## config.mk

```make
export PLATFORM = sky130hd
export DESIGN_NAME = rom_burst_arbiter
export DESIGN_NICKNAME = d
export VERILOG_FILES = /design/src/rtl/rom_arb_pkg.sv /design/src/rtl/rom_burst_arbiter_rr_picker.sv /design/src/rtl/rom_burst_arbiter.sv
export SDC_FILE = /design/constraint.sdc
export NUM_CORES = 1
export LEC_CHECK = 0
export CORE_UTILIZATION = 30
export DETAILED_ROUTE_END_ITERATION = 10
export GPL_TIMING_DRIVEN = 1
export PLACE_DENSITY = 0.65
export SYNTH_ARGS = -nofsm -noshare
export SYNTH_HDL_FRONTEND = slang
export SYNTH_SLANG_ARGS = --single-unit
```

## constraint.sdc

```tcl
create_clock -name clk -period 1.8 [get_ports clk]
set_input_delay 0.36 -clock clk [delete_from_list [all_inputs] [get_ports clk]]
set_output_delay 0.36 -clock clk [all_outputs]
set_load 0.1 [all_outputs]
```

## src/rtl/rom_arb_pkg.sv

```systemverilog
// Shared types for the ROM burst arbiter: FSM state encoding and the
// response pipeline entry that travels alongside the ROM read latency.
package rom_arb_pkg;

    typedef enum logic {
        IDLE  = 1'b0,
        BURST = 1'b1
    } state_t;

    // Wide enough for any practical requester count; the top truncates to IDW.
    localparam int PIPE_IDW = 8;

    typedef struct packed {
        logic                valid;
        logic [PIPE_IDW-1:0] id;
        logic                last;
    } pipe_t;

    localparam pipe_t PIPE_EMPTY = '{valid: 1'b0, id: '0, last: 1'b0};

endpackage

```

## src/rtl/rom_burst_arbiter_rr_picker.sv

```systemverilog
// Combinational round-robin picker: first asserted request at or after ptr,
// wrapping around to index 0.
module rr_picker #(
    parameter int N_REQ = 2,
    parameter int IDW   = $clog2(N_REQ)
) (
    input  logic [N_REQ-1:0] req,
    input  logic [IDW-1:0]   ptr,
    output logic [N_REQ-1:0] grant,
    output logic [IDW-1:0]   grant_idx,
    output logic             any
);

    always_comb begin
        grant     = '0;
        grant_idx = '0;
        any       = 1'b0;
        // First pass covers ptr..N_REQ-1, second pass wraps to 0..ptr-1.
        for (int i = 0; i < N_REQ; i++) begin
            if (!any && req[i] && (i >= int'(ptr))) begin
                any       = 1'b1;
                grant[i]  = 1'b1;
                grant_idx = IDW'(i);
            end
        end
        for (int i = 0; i < N_REQ; i++) begin
            if (!any && req[i]) begin
                any       = 1'b1;
                grant[i]  = 1'b1;
                grant_idx = IDW'(i);
            end
        end
    end

endmodule

```

## src/rtl/rom_burst_arbiter.sv

```systemverilog
// Round-robin sharing of one 1-cycle-latency synchronous ROM between N_REQ
// burst requesters; returns tagged read data in issue order.
module rom_burst_arbiter
    import rom_arb_pkg::*;
#(
    parameter int N_REQ = 2,
    parameter int WIDTH = 8,
    parameter int DEPTH = 256,
    parameter int ADDRW = $clog2(DEPTH),
    parameter int LENW  = 4,
    parameter int IDW   = $clog2(N_REQ)
) (
    input  logic                   clk,
    input  logic                   rst_n,
    input  logic [N_REQ-1:0]       req_valid,
    input  logic [N_REQ*ADDRW-1:0] req_addr,
    input  logic [N_REQ*LENW-1:0]  req_len,
    output logic [N_REQ-1:0]       req_ready,
    output logic [ADDRW-1:0]       rom_addr,
    input  logic [WIDTH-1:0]       rom_data,
    output logic                   rsp_valid,
    output logic [IDW-1:0]         rsp_id,
    output logic                   rsp_last,
    output logic [WIDTH-1:0]       rsp_data,
    output logic                   busy
);

    state_t           state_q, state_d;
    logic [IDW-1:0]   ptr_q, ptr_d;
    logic [IDW-1:0]   id_q, id_d;
    logic [LENW-1:0]  len_q, len_d;
    logic [LENW-1:0]  cnt_q, cnt_d;
    logic [LENW-1:0]  cnt_nxt;
    logic [ADDRW-1:0] addr_q, addr_d;
    pipe_t            s1_q, s1_d;
    pipe_t            s2_q, s2_d;

    logic [N_REQ-1:0] grant;
    logic [IDW-1:0]   grant_idx;
    logic             grant_any;
    logic [ADDRW-1:0] win_addr;
    logic [LENW-1:0]  win_len;

    rr_picker #(
        .N_REQ (N_REQ),
        .IDW   (IDW)
    ) u_rr_picker (
        .req       (req_valid),
        .ptr       (ptr_q),
        .grant     (grant),
        .grant_idx (grant_idx),
        .any       (grant_any)
    );

    always_comb begin
        win_addr = '0;
        win_len  = '0;
        for (int i = 0; i < N_REQ; i++) begin
            if (grant[i]) begin
                win_addr = req_addr[i*ADDRW +: ADDRW];
                win_len  = req_len[i*LENW +: LENW];
            end
        end
    end

    assign cnt_nxt = cnt_q + LENW'(1);

    // Word 0 is issued on the accept edge; cnt_q holds the index of the most
    // recently issued word. The BURST cycle that finds cnt_q==len_q issues
    // nothing, which is the single address bubble between bursts.
    always_comb begin
        state_d = state_q;
        ptr_d   = ptr_q;
        id_d    = id_q;
        len_d   = len_q;
        cnt_d   = cnt_q;
        addr_d  = addr_q;
        s1_d    = PIPE_EMPTY;
        s2_d    = s1_q;
        case (state_q)
            IDLE: begin
                if (grant_any) begin
                    state_d = BURST;
                    id_d    = grant_idx;
                    len_d   = win_len;
                    cnt_d   = '0;
                    addr_d  = win_addr;
                    ptr_d   = (int'(grant_idx) == N_REQ - 1) ? '0 : grant_idx + IDW'(1);
                    s1_d    = '{valid: 1'b1, id: PIPE_IDW'(grant_idx), last: (win_len == '0)};
                end
            end
            BURST: begin
                if (cnt_q != len_q) begin
                    cnt_d  = cnt_nxt;
                    addr_d = addr_q + ADDRW'(1);
                    s1_d   = '{valid: 1'b1, id: PIPE_IDW'(id_q), last: (cnt_nxt == len_q)};
                end else begin
                    state_d = IDLE;
                end
            end
            default: state_d = IDLE;
        endcase
    end

    always_ff @(posedge clk or negedge rst_n) begin
        if (!rst_n) begin
            state_q <= IDLE;
            ptr_q   <= '0;
            id_q    <= '0;
            len_q   <= '0;
            cnt_q   <= '0;
            addr_q  <= '0;
            s1_q    <= PIPE_EMPTY;
            s2_q    <= PIPE_EMPTY;
        end else begin
            state_q <= state_d;
            ptr_q   <= ptr_d;
            id_q    <= id_d;
            len_q   <= len_d;
            cnt_q   <= cnt_d;
            addr_q  <= addr_d;
            s1_q    <= s1_d;
            s2_q    <= s2_d;
        end
    end

    assign req_ready = (state_q == IDLE) ? grant : '0;
    assign rom_addr  = addr_q;
    assign rsp_valid = s2_q.valid;
    assign rsp_id    = IDW'(s2_q.id);
    assign rsp_last  = s2_q.last;
    assign rsp_data  = rom_data;
    assign busy      = (state_q == BURST) | s1_q.valid | s2_q.valid;

endmodule
```

==> results.md, run 1 <==
- Outcome: complete, but fails checks
- Failing checks: DRC
- Clock-pin slew on the worst setup and hold paths: 0.09 ns
- Detailed router's first-iteration violation count: 43
- Max VDD drop: 0.00130 V
- Hold buffer count at cts: 0
- Io pins: 58
- Min cycle time layout: 1.73 ns
- Port bufs: 41
- Async set-reset flop share out of synthesis: 100%
- CP Capture Type: register
- Headroom to the max-slew limit: 64.6%
- Layout cells sized above 1: 29.8%
- Starting Density: 31.8%
- Worst-case clock buffer depth: 2
- H-tree depth: 1
- RSZ-0062 raised after global routing: false
- Antenna cells: 0
- Pin count of the biggest net entering global routing: 25
- Syn Area/Cell: 10.1 um^2
- Final worst path period share: 96.1%
- Final Max Slew Viols: 0
- P_leak: 0.964 nW
- Wire per inst: 16.2 um
- Post-Syn Area: 1410 um^2
- Routed vias/inst: 5.40
- Total CTS buffers: 3
- Crit path launch type: register
- Initial antenna violation count: 0
- Die height: 70.6 um
- FP Rows: 24
- Global-route wire length before repair: 6.56 mm
- Measured slew at the worst slew-check pin: 0.532 ns
- Netlist cell types: 50
- Ys Warns: 0
- Full die area: 4990 um^2
- Via Count: 1,297
- Remaining global-route overflow: 0
- Routed wire length: 3.89 mm
- Final Wtd Congestion: 0.855
- Fmax achieved: 0.578 GHz
- Critical path required time: 1.95 ns
- Arr. time, crit path: 1.88 ns
- #FFs+latches synth: 24
- Root buffer cell: clkbuf_8
- Drt first pass iters: 7
- # clock sinks: 24
- Worst Clk Skew: 0.00346 ns
- Most used flip-flop cell after synthesis: dfrtp_1
- Via count of the first global-routing pass: 1,354
- Hold Crit Class: reg2reg
- Setup Crit Path Kind: reg2reg
- Total GRT Usage: 16.7%
- Final antenna-violating net count: 0
- Die Width: 70.6 um
- Finish-stage setup viols: 0
- Pwr Density: 2040 nW/um^2
- Nets@finish: 227
- Area delta synth->final: 52.6%
- Clk_lat worst skew: 0.26 ns
- Post-synth EDFFs: 0
- Post-route design area: 2160 um^2
- Max_cap viols: 0
- Critical-path maximum fanout: 6
- Post-synthesis sequential area ratio: 42.5%
- Tot Pwr: 4.40 mW
- Mapped Cells: 140
- Synthesized Nets: 178
- Hold Vio Cnt, Final: 0
- DP Area: 2050 um^2
- Core area: 4440 um^2
- CTS tree: yes
- DRC: 10
- HPWL after DPL: 2.87 mm
==> cells in the mapped netlist, types with 2 or more instances <==
| cell type | instances | area (um^2) |
|---|---|---|
| a21o_1 | 4 | 30.0 |
| nor3_1 | 2 | 10.0 |
| or3_1 | 2 | 12.5 |
| clkbuf_1 | 3 | 11.3 |
| inv_1 | 10 | 37.5 |
| and3_1 | 3 | 18.8 |
| buf_2 | 3 | 15.0 |
| ha_1 | 2 | 25.0 |
| o211ai_1 | 3 | 22.5 |
| a32oi_1 | 3 | 26.3 |
| a222oi_1 | 2 | 20.0 |
| nor2_1 | 2 | 7.51 |
| buf_4 | 8 | 60.1 |
| a221o_1 | 2 | 20.0 |
| mux2i_1 | 4 | 40.0 |
| a21oi_1 | 2 | 10.0 |
| nand2_1 | 13 | 48.8 |
| xor2_1 | 3 | 26.3 |
| xor2_2 | 3 | 48.8 |
| a221oi_1 | 3 | 26.3 |
| xnor2_1 | 2 | 17.5 |
| nand3_1 | 7 | 35.0 |
| dfrtp_1 | 24 | 601 |
| o21ai_0 | 4 | 20.0 |
==> power breakdown <==
| group | internal, mW | leakage [nW] | switching [mW] |
|---|---|---|---|
| Sequential | 0.800 | 0.285 | 0.330 |
| Clock | 0.195 | 0.0288 | 0.170 |
| Combinational | 1.21 | 0.650 | 1.70 |
==> per-layer routing <==
metal | GRT usage, % | up-vias | share of wire [%]
met5 | 0 | - | 0
met4 | 6.44 | 0 | 0.69
met3 | 2.56 | 4 | 6.6
met2 | 28.2 | 54 | 49
met1 | 21.7 | 630 | 43
li1 | - | 609 | -
==> cell families (layout without fill, tap and decap cells) <==
kind of cell | Yosys count | in the layout | share of synthesized area, %
buffers and inverters | 24 | 72 | 8.77
XOR/XNOR | 8 | 8 | 6.56
multiplexers | 4 | 4 | 2.83
AND/OR/NAND/NOR | 38 | 38 | 14.1
AO/OA/AOI/OAI | 40 | 40 | 23.5
flip-flops | 24 | 24 | 42.5
adder cells (fa/ha/maj) | 2 | 2 | 1.77
==> timing repair <==
item	4_1_cts	5_1_grt
endpoints found under the setup margin	2	6
buffers inserted	1	2
gates resized for setup	5	3
pin swaps	0	1
==> worst paths after layout <==
path / from / to / slack, ns / depth (start not counted)
setup / recovery: cnt_q[2]$_DFFE_PN0P_ / rom_addr[1]$_DFFE_PN0P_ / 0.07 / 3
min in group asynchronous: rst_n / rsp_valid$_DFF_PN0_ / 0.45 / 2
hold reg to reg: s1_q[0]$_DFF_PN0_ / rsp_last$_DFF_PN0_ / 0.35 / 0
max in group asynchronous: rst_n / rom_addr[2]$_DFFE_PN0P_ / 1.08 / 2
hold / removal: s1_q[0]$_DFF_PN0_ / rsp_last$_DFF_PN0_ / 0.35 / 0
setup reg to reg: cnt_q[2]$_DFFE_PN0P_ / rom_addr[1]$_DFFE_PN0P_ / 0.07 / 3
==> through the flow <==
step	setup TNS (ns)	setup WS, ns	hold slack (ns)	cells	util, %
floorplan	0	0.00321	0.0644	140	-
global placement	-0.747	-0.120	0.336	233	46.2
detailed placement	-1.26	-0.168	0.336	233	46.2
CTS	0	0.00558	0.357	238	47.9
global route	0	0.000351	0.373	240	48.5
finish	0	0.0694	0.354	240	48.5
==> cell type report <==
cell class / count / area, um^2
Multi-Input combinational cell: 92 / 709
Clock buffer: 4 / 55.1
Inverter: 10 / 37.5
Tap cell: 52 / 65.1
Timing Repair Buffer: 58 / 681
Fill cell: 417 / 2290
Sequential cell: 24 / 608
==> worst max-delay path: stages (launching register included) <==
cell and delay [ns]:
dfrtp_1 0.45, xor2_2 0.23, o41a_1 0.56, a221o_1 0.38
==> state kept, by name (all words and copies together) (netlist names) <==
register,cells
ptr_q,1
rom_addr,8
len_q,4
rsp_id,1
rsp_valid,1
id_q,1
s1_q,3
cnt_q,4
rsp_last,1
==> cells in the final DEF (no fill, tap or decap), types with 4 or more instances in the layout <==
cell	n
dfrtp_1	18
inv_1	10
nand2_1	13
nand3_1	7
buf_4	17
mux2i_1	4
dfrtp_2	6
o21ai_0	4
a21o_1	4
buf_12	14
clkbuf_8	4
clkdlybuf4s50_1	26
No activity file was read; power rests on OpenSTA's default activity.
==> run 2, diff against run 1 <==
--- a/config.mk
+++ b/config.mk
@@ -5,10 +5,11 @@
 export SDC_FILE = /design/constraint.sdc
 export NUM_CORES = 1
 export LEC_CHECK = 0
-export CORE_UTILIZATION = 30
+export CORE_UTILIZATION = 40
 export DETAILED_ROUTE_END_ITERATION = 10
 export GPL_TIMING_DRIVEN = 1
-export PLACE_DENSITY = 0.65
+export PLACE_DENSITY = 0.81
+export REMOVE_ABC_BUFFERS = 1
 export SYNTH_ARGS = -nofsm -noshare
 export SYNTH_HDL_FRONTEND = slang
 export SYNTH_SLANG_ARGS = --single-unit
==> run 2 against run 1 <==
Effect of this change:
- the flow now finishes without violations
- critical path depth up 1
- via count increased by 2.5%
- total power is 2.5% higher
- wire length grew 1.7%
- register-to-register slack got worse by 0.02 ns
- maximum frequency decreased by 1.2%
- cell count stayed put
- critical endpoint is now rom_addr[2]$_DFFE_PN0P_
- largest power group unchanged
==> results.md, run 2 (synthesis gave the netlist of run 1 again) <==
- Outcome: finished, final reports clean
- Detailed router's first-iteration violation count: 59
- Hold Crit Class: in2async
- Core area: 3360 um^2
- Clk_lat worst skew: 0.33 ns
- Remaining global-route overflow: 0
- Hold buffer count at cts: 0
- Inst Count DP: 229
- Fmax achieved: 0.571 GHz
- Full die area: 3770 um^2
- Total CTS buffers: 3
- Fin cells: 240
- Hold_ws: 0.360 ns
- CP Capture Type: register
- Min cycle time layout: 1.75 ns
- Initial antenna violation count: 0
- Finish-stage setup viols: 0
- R2R Setup Slk: 0.05 ns
- Final worst path period share: 97.3%
- Final Max Slew Viols: 0
- Routed vias/inst: 5.54
- Gate power share: 66.8%
- H-tree depth: 1
- Layout cells sized above 1: 28.4%
- Clock power frac: 8.8%
- Max_cap viols: 0
- Area delta synth->final: 54.7%
- R2R Path End: rom_addr[2]$_DFFE_PN0P_
- Setup Crit Path Kind: reg2reg
- Most frequent cells in the layout: clkdlybuf4s50_1 (25), dfrtp_1 (24), buf_4 (23), buf_12 (14), nand2_1 (13)
- Reg power frac: 24.4%
- Max VDD drop: 0.00172 V
- Post-Route Setup TNS: 0 ns
- Starting Density: 42.0%
- Crit path launch type: register
- Worst R2R Start: cnt_q[3]$_DFFE_PN0P_
- Drt first pass iters: 4
- Io pins: 58
- Headroom to the max-slew limit: 66.7%
- Final antenna-violating net count: 0
- CTS tree: yes
- FF-to-FF path depth: 4
- P_leak: 1.00 nW
- Routed wire length: 3.96 mm
- Die height: 61.4 um
- Pwr Density: 2060 nW/um^2
- Nets@finish: 233
- Wire per inst: 16.5 um
- Arr. time, crit path: 1.95 ns
- HPWL after DPL: 2.92 mm
- Final Wtd Congestion: 0.863
- Fill cells: 284
- Pin count of the biggest net entering global routing: 25
- RSZ-0062 raised after global routing: true
- Antenna cells: 0
- Int Pwr: 2.27 mW
- Via count of the first global-routing pass: 1,254
- Switching Share: 49.5%
- Psw: 2.23 mW
- Most common cell after layout, fill and taps aside: clkdlybuf4s50_1
- DRC: 0
- Measured slew at the worst slew-check pin: 0.499 ns
- Tot Pwr: 4.51 mW
- Port bufs: 41
- Clock-pin slew on the worst setup and hold paths: 0.14 ns
- Total GRT Usage: 22.5%
- Hold Vio Cnt, Final: 0
- Worst Clk Skew: 0.0152 ns
- Critical-path maximum fanout: 8
- Via Count: 1,329
- Global-route wire length before repair: 5.91 mm
- Die Width: 61.4 um
- # clock sinks: 24
- FP Rows: 21
- Critical path required time: 2.00 ns
- Root buffer cell: clkbuf_4
- Worst-case clock buffer depth: 2
- Largest register FFs: 8
- Final Util: 65.0%
-- run 2: changes by cell type in the layout (fill, tap and decap cells not counted), sizes merged --
cell           delta
buf               +6
bufinv            +1
clkbuf            -1
clkdlybuf4s50     -1
dlygate4sd2       +1
-- run 2: through the flow --
| stage | instance area [um^2] | setup WS, ns |
|---|---|---|
| floorplan | 1330 | -0.335 |
| global placement | 2050 | -0.161 |
| detailed placement | 2050 | -0.203 |
| CTS | 2120 | 0.0139 |
| global route | 2190 | -0.0344 |
| finish | 2190 | 0.0491 |
-- run 2: power by group through the flow --
stage | registers (mW) | clock network (mW) | logic [mW]
after detailed placement | 1.10 | 0 | 2.83
after floorplan | 1.76 | 0 | 1.11
after CTS | 1.09 | 0.403 | 2.86
after global placement | 1.08 | 0 | 2.74
after global routing | 1.13 | 0.430 | 3.19
final | 1.10 | 0.398 | 3.01
-- run 2: layer usage --
layer | GRT usage, % | wire length [um] | share of wire (%)
met5 | 0 | 0 | 0
met4 | 10.8 | 63 | 1.6
met3 | 5.04 | 211 | 5.3
met2 | 35.6 | 2050 | 52
met1 | 29.3 | 1640 | 41
-- run 2: worst max path at each step --
stage | from | end | slack [ns]
after CTS | req_valid[1] | req_ready[1] | 0.01
after global placement | req_valid[0] | req_ready[0] | -0.16
after global routing | cnt_q[3]$_DFFE_PN0P_ | rom_addr[5]$_DFFE_PN0P_ | -0.03
final | cnt_q[3]$_DFFE_PN0P_ | rom_addr[2]$_DFFE_PN0P_ | 0.05
after floorplan | s1_q[9]$_DFF_PN0_ | rom_addr[2]$_DFFE_PN0P_ | -0.34
after detailed placement | req_valid[0] | req_ready[0] | -0.20
-- run 2: layout make-up --
class | instances | area (um^2) | area share, %
timing repair buffer | 64 | 724 | 33.1
clock buffer | 3 | 22.5 | 1.03
clock inverter | 1 | 30.0 | 1.37
multi-input combinational | 92 | 713 | 32.6
inverter | 10 | 37.5 | 1.72
sequential | 24 | 601 | 27.5
tap | 46 | 57.6 | 2.63
-- run 2: critical path, stage by stage, from the launching register on --
cell	delay, ns
dfrtp_1	0.47
xor2_2	0.24
nor4_2	0.50
a21oi_2	0.24
mux2i_1	0.17
-- run 2: repair_timing --
action / 4_1_cts / 5_1_grt
resized for setup: 6 / 3
setup buffers: 1 / 6
gates cloned: 0 / 0
pin swaps: 1 / 2
endpoints found under the setup margin: 2 / 4
==> run 3, diff against run 2 <==
--- a/config.mk
+++ b/config.mk
@@ -5,10 +5,11 @@
 export SDC_FILE = /design/constraint.sdc
 export NUM_CORES = 1
 export LEC_CHECK = 0
-export CORE_UTILIZATION = 40
+export ABC_AREA = 1
+export CORE_UTILIZATION = 44
 export DETAILED_ROUTE_END_ITERATION = 10
 export GPL_TIMING_DRIVEN = 1
-export PLACE_DENSITY = 0.81
+export PLACE_DENSITY = 0.86
 export REMOVE_ABC_BUFFERS = 1
 export SYNTH_ARGS = -nofsm -noshare
 export SYNTH_HDL_FRONTEND = slang
==> run 3 against run 2 <==
Effect of this change:
- hold slack better by 0.0019 ns
- sequential share of layout area is 0.057 points higher
- die area is 0.54% lower
- critical path depth stayed put
- register-to-register slack better by 0.20 ns
==> results.md, run 3 <==
- Fmax achieved: 0.586 GHz
- Clk_lat worst skew: 0.31 ns
- Wire per inst: 12.0 um
- Antenna cells: 0
- Drt first pass iters: 4
- CP Capture Type: output pin
- Pwr Density: 1920 nW/um^2
- Arr. time, crit path: 1.35 ns
- Worst R2R Start: cnt_q[0]$_DFFE_PN0P_
- # clock sinks: 24
- Ys Warns: 0
- Clock power frac: 6.7%
- HPWL after DPL: 3.01 mm
- Critical-path maximum fanout: 4
- H-tree depth: 1
- Io pins: 58
- Detailed router's first-iteration violation count: 77
- Total GRT Usage: 22.9%
- Die height: 61.3 um
- #FFs+latches synth: 24
- RSZ-0062 raised after global routing: false
- Final worst path period share: 94.8%
- Nets@finish: 309
- Root buffer cell: clkbuf_4
- Pin count of the biggest net entering global routing: 25
- DR WL met2: 1.92 mm
- Outcome: finished, final reports clean
- Syn Area/Cell: 6.78 um^2
- CP startpoint: req_valid[1]
- Post-synthesis sequential area ratio: 38.9%
- Final antenna-violating net count: 0
- Finish-stage setup viols: 0
- Starting Density: 45.9%
- Most common cell after layout, fill and taps aside: nand2_1
- Commonest cells post-synth: nand2_1 (96), nand3_1 (29), dfrtp_1 (24)
- Hold Crit Class: reg2reg
- Post-synth EDFFs: 0
- Psw: 2.27 mW
- Via count of the first global-routing pass: 1,380
- CTS tree: yes
- Netlist cell types: 26
- Hold_ws: 0.362 ns
- Most used flip-flop cell after synthesis: dfrtp_1
- Via Count: 1,575
- Min cycle time layout: 1.71 ns
- Port bufs: 41
- Max stage delay on crit path: 0.50 ns
- Setup Crit Path Kind: in2out
- Top Metal Used: met4
- Routed length on met3: 238 um
- Max VDD drop: 0.000852 V
- WL met1: 1.57 mm
- Critical path, cell by cell: clkdlybuf4s50_1 > nand2_1 > nor2_4 > buf_12
- Slowest stage cell on the critical path: clkdlybuf4s50_1
- Layout cells sized above 1: 15.9%
- Remaining global-route overflow: 0
- Final Wtd Congestion: 0.945
- Crit path launch type: input pin
- Area delta synth->final: 41.5%
- Switching Share: 54.0%
- Final Max Slew Viols: 0
- Routed wire length: 3.80 mm
- Int Pwr: 1.93 mW
- Die Width: 61.3 um
- Post-Syn Area: 1550 um^2
- Gate power share: 67.3%
- Headroom to the max-slew limit: 79.5%
- FP Rows: 21
- Top cells by area, synth: dfrtp_1 (39%), nand2_1 (23%), nand3_1 (9.4%)
- DP Area: 2120 um^2
- R2R Setup Slk: 0.25 ns
- Reg power frac: 26.0%
- Hold_sp: s1_q[0]$_DFF_PN0_
- P_leak: 1.11 nW
- Clock-pin slew on the worst setup and hold paths: 0.12 ns
- Max_cap viols: 0
- Core area: 3360 um^2
- Global-route wire length before repair: 6.19 mm
- Worst-case clock buffer depth: 2
- Most common cell in the synthesized netlist: nand2_1
- DRC: 0
- Initial antenna violation count: 0
- Largest register FFs: 8
- Total CTS buffers: 3
- Mapped Cells: 228
- Most frequent cells in the layout: nand2_1 (96), nand3_1 (29), clkdlybuf4s50_1 (26), dfrtp_1 (23), inv_1 (20)
- Full die area: 3750 um^2
- Measured slew at the worst slew-check pin: 0.307 ns
- Worst Clk Skew: 0.00722 ns
- Hold Vio Cnt, Final: 0
- Cell taking the most area after synthesis: dfrtp_1
- Post-route design area: 2190 um^2
- Routed vias/inst: 4.98
- Async set-reset flop share out of synthesis: 100%
- Share of Yosys cell area claimed by the top area cell type: 38.9%
- Critical path required time: 1.44 ns
[run 3: layout make-up]
| cell class | instances | area [um^2] |
|---|---|---|
| Inverter | 23 | 86.3 |
| Clock buffer | 4 | 36.3 |
| Timing Repair Buffer | 52 | 636 |
| Tap cell | 46 | 57.6 |
| Fill cell | 292 | 1180 |
| Sequential cell | 24 | 602 |
| Multi-Input combinational cell | 167 | 768 |
[run 3: per-stage QoR]
| stage | setup slack [ns] | setup TNS [ns] | power (mW) | std cells | utilization, % |
|---|---|---|---|---|---|
| after floorplan | -0.579 | -3.86 | 2.86 | 214 | - |
| after global placement | -0.147 | -0.192 | 3.80 | 310 | 63.1 |
| after detailed placement | -0.206 | -0.431 | 3.89 | 310 | 63.1 |
| after CTS | 0.0108 | 0 | 4.20 | 314 | 64.4 |
| after global routing | 0.0109 | 0 | 4.50 | 316 | 65.0 |
| final | 0.0933 | 0 | 4.20 | 316 | 65.0 |
[run 3: what timing repair did]
item / CTS / global route
setup endpoints to repair: 2 / 3
hold buffers: 0 / 0
pin swaps: 0 / 1
buffers inserted: 0 / 2
resized for setup: 3 / 2
[run 3: path summary, 6_finish.rpt]
path,depth (start not counted),to
min,0,rsp_last$_DFF_PN0_
min reg2reg,0,rsp_last$_DFF_PN0_
max reg2reg,9,rom_addr[0]$_DFFE_PN0P_
max in group asynchronous,2,s1_q[9]$_DFF_PN0_
min in group asynchronous,2,rom_addr[6]$_DFFE_PN0P_
max,4,req_ready[1]
[run 3: cell families after synthesis]
logic type | after synthesis | synth area share, %
xor gates and xnor gates | 4 | 2.27
adders and majority gates | 2 | 1.62
and+or+nand+nor | 147 | 39.8
buffers and inverters | 37 | 12.1
AOI/OAI and AO/OA | 14 | 5.34
DFF | 24 | 38.9
[run 3: power groups by stage]
stage | logic [mW] | clock network (mW) | registers, mW
3_5_place_dp | 2.79 | 0 | 1.09
5_1_grt | 3.06 | 0.316 | 1.12
3_3_place_gp | 2.72 | 0 | 1.08
2_1_floorplan | 1.10 | 0 | 1.76
6_report | 2.83 | 0.283 | 1.09
4_1_cts | 2.82 | 0.289 | 1.09
[run 3: layer usage]
layer | global-route usage, % | up-vias
met1 | 27.8 | 727
met5 | 0 | -
met2 | 39.0 | 59
li1 | - | 783
met3 | 5.67 | 6
met4 | 9.09 | 0
[run 3: worst max-delay path: cells and delay by family]
| kind | cells | cell delay [ns] |
|---|---|---|
| buffers and inverters | 2 | 0.69 |
| AND/OR/NAND/NOR | 2 | 0.30 |
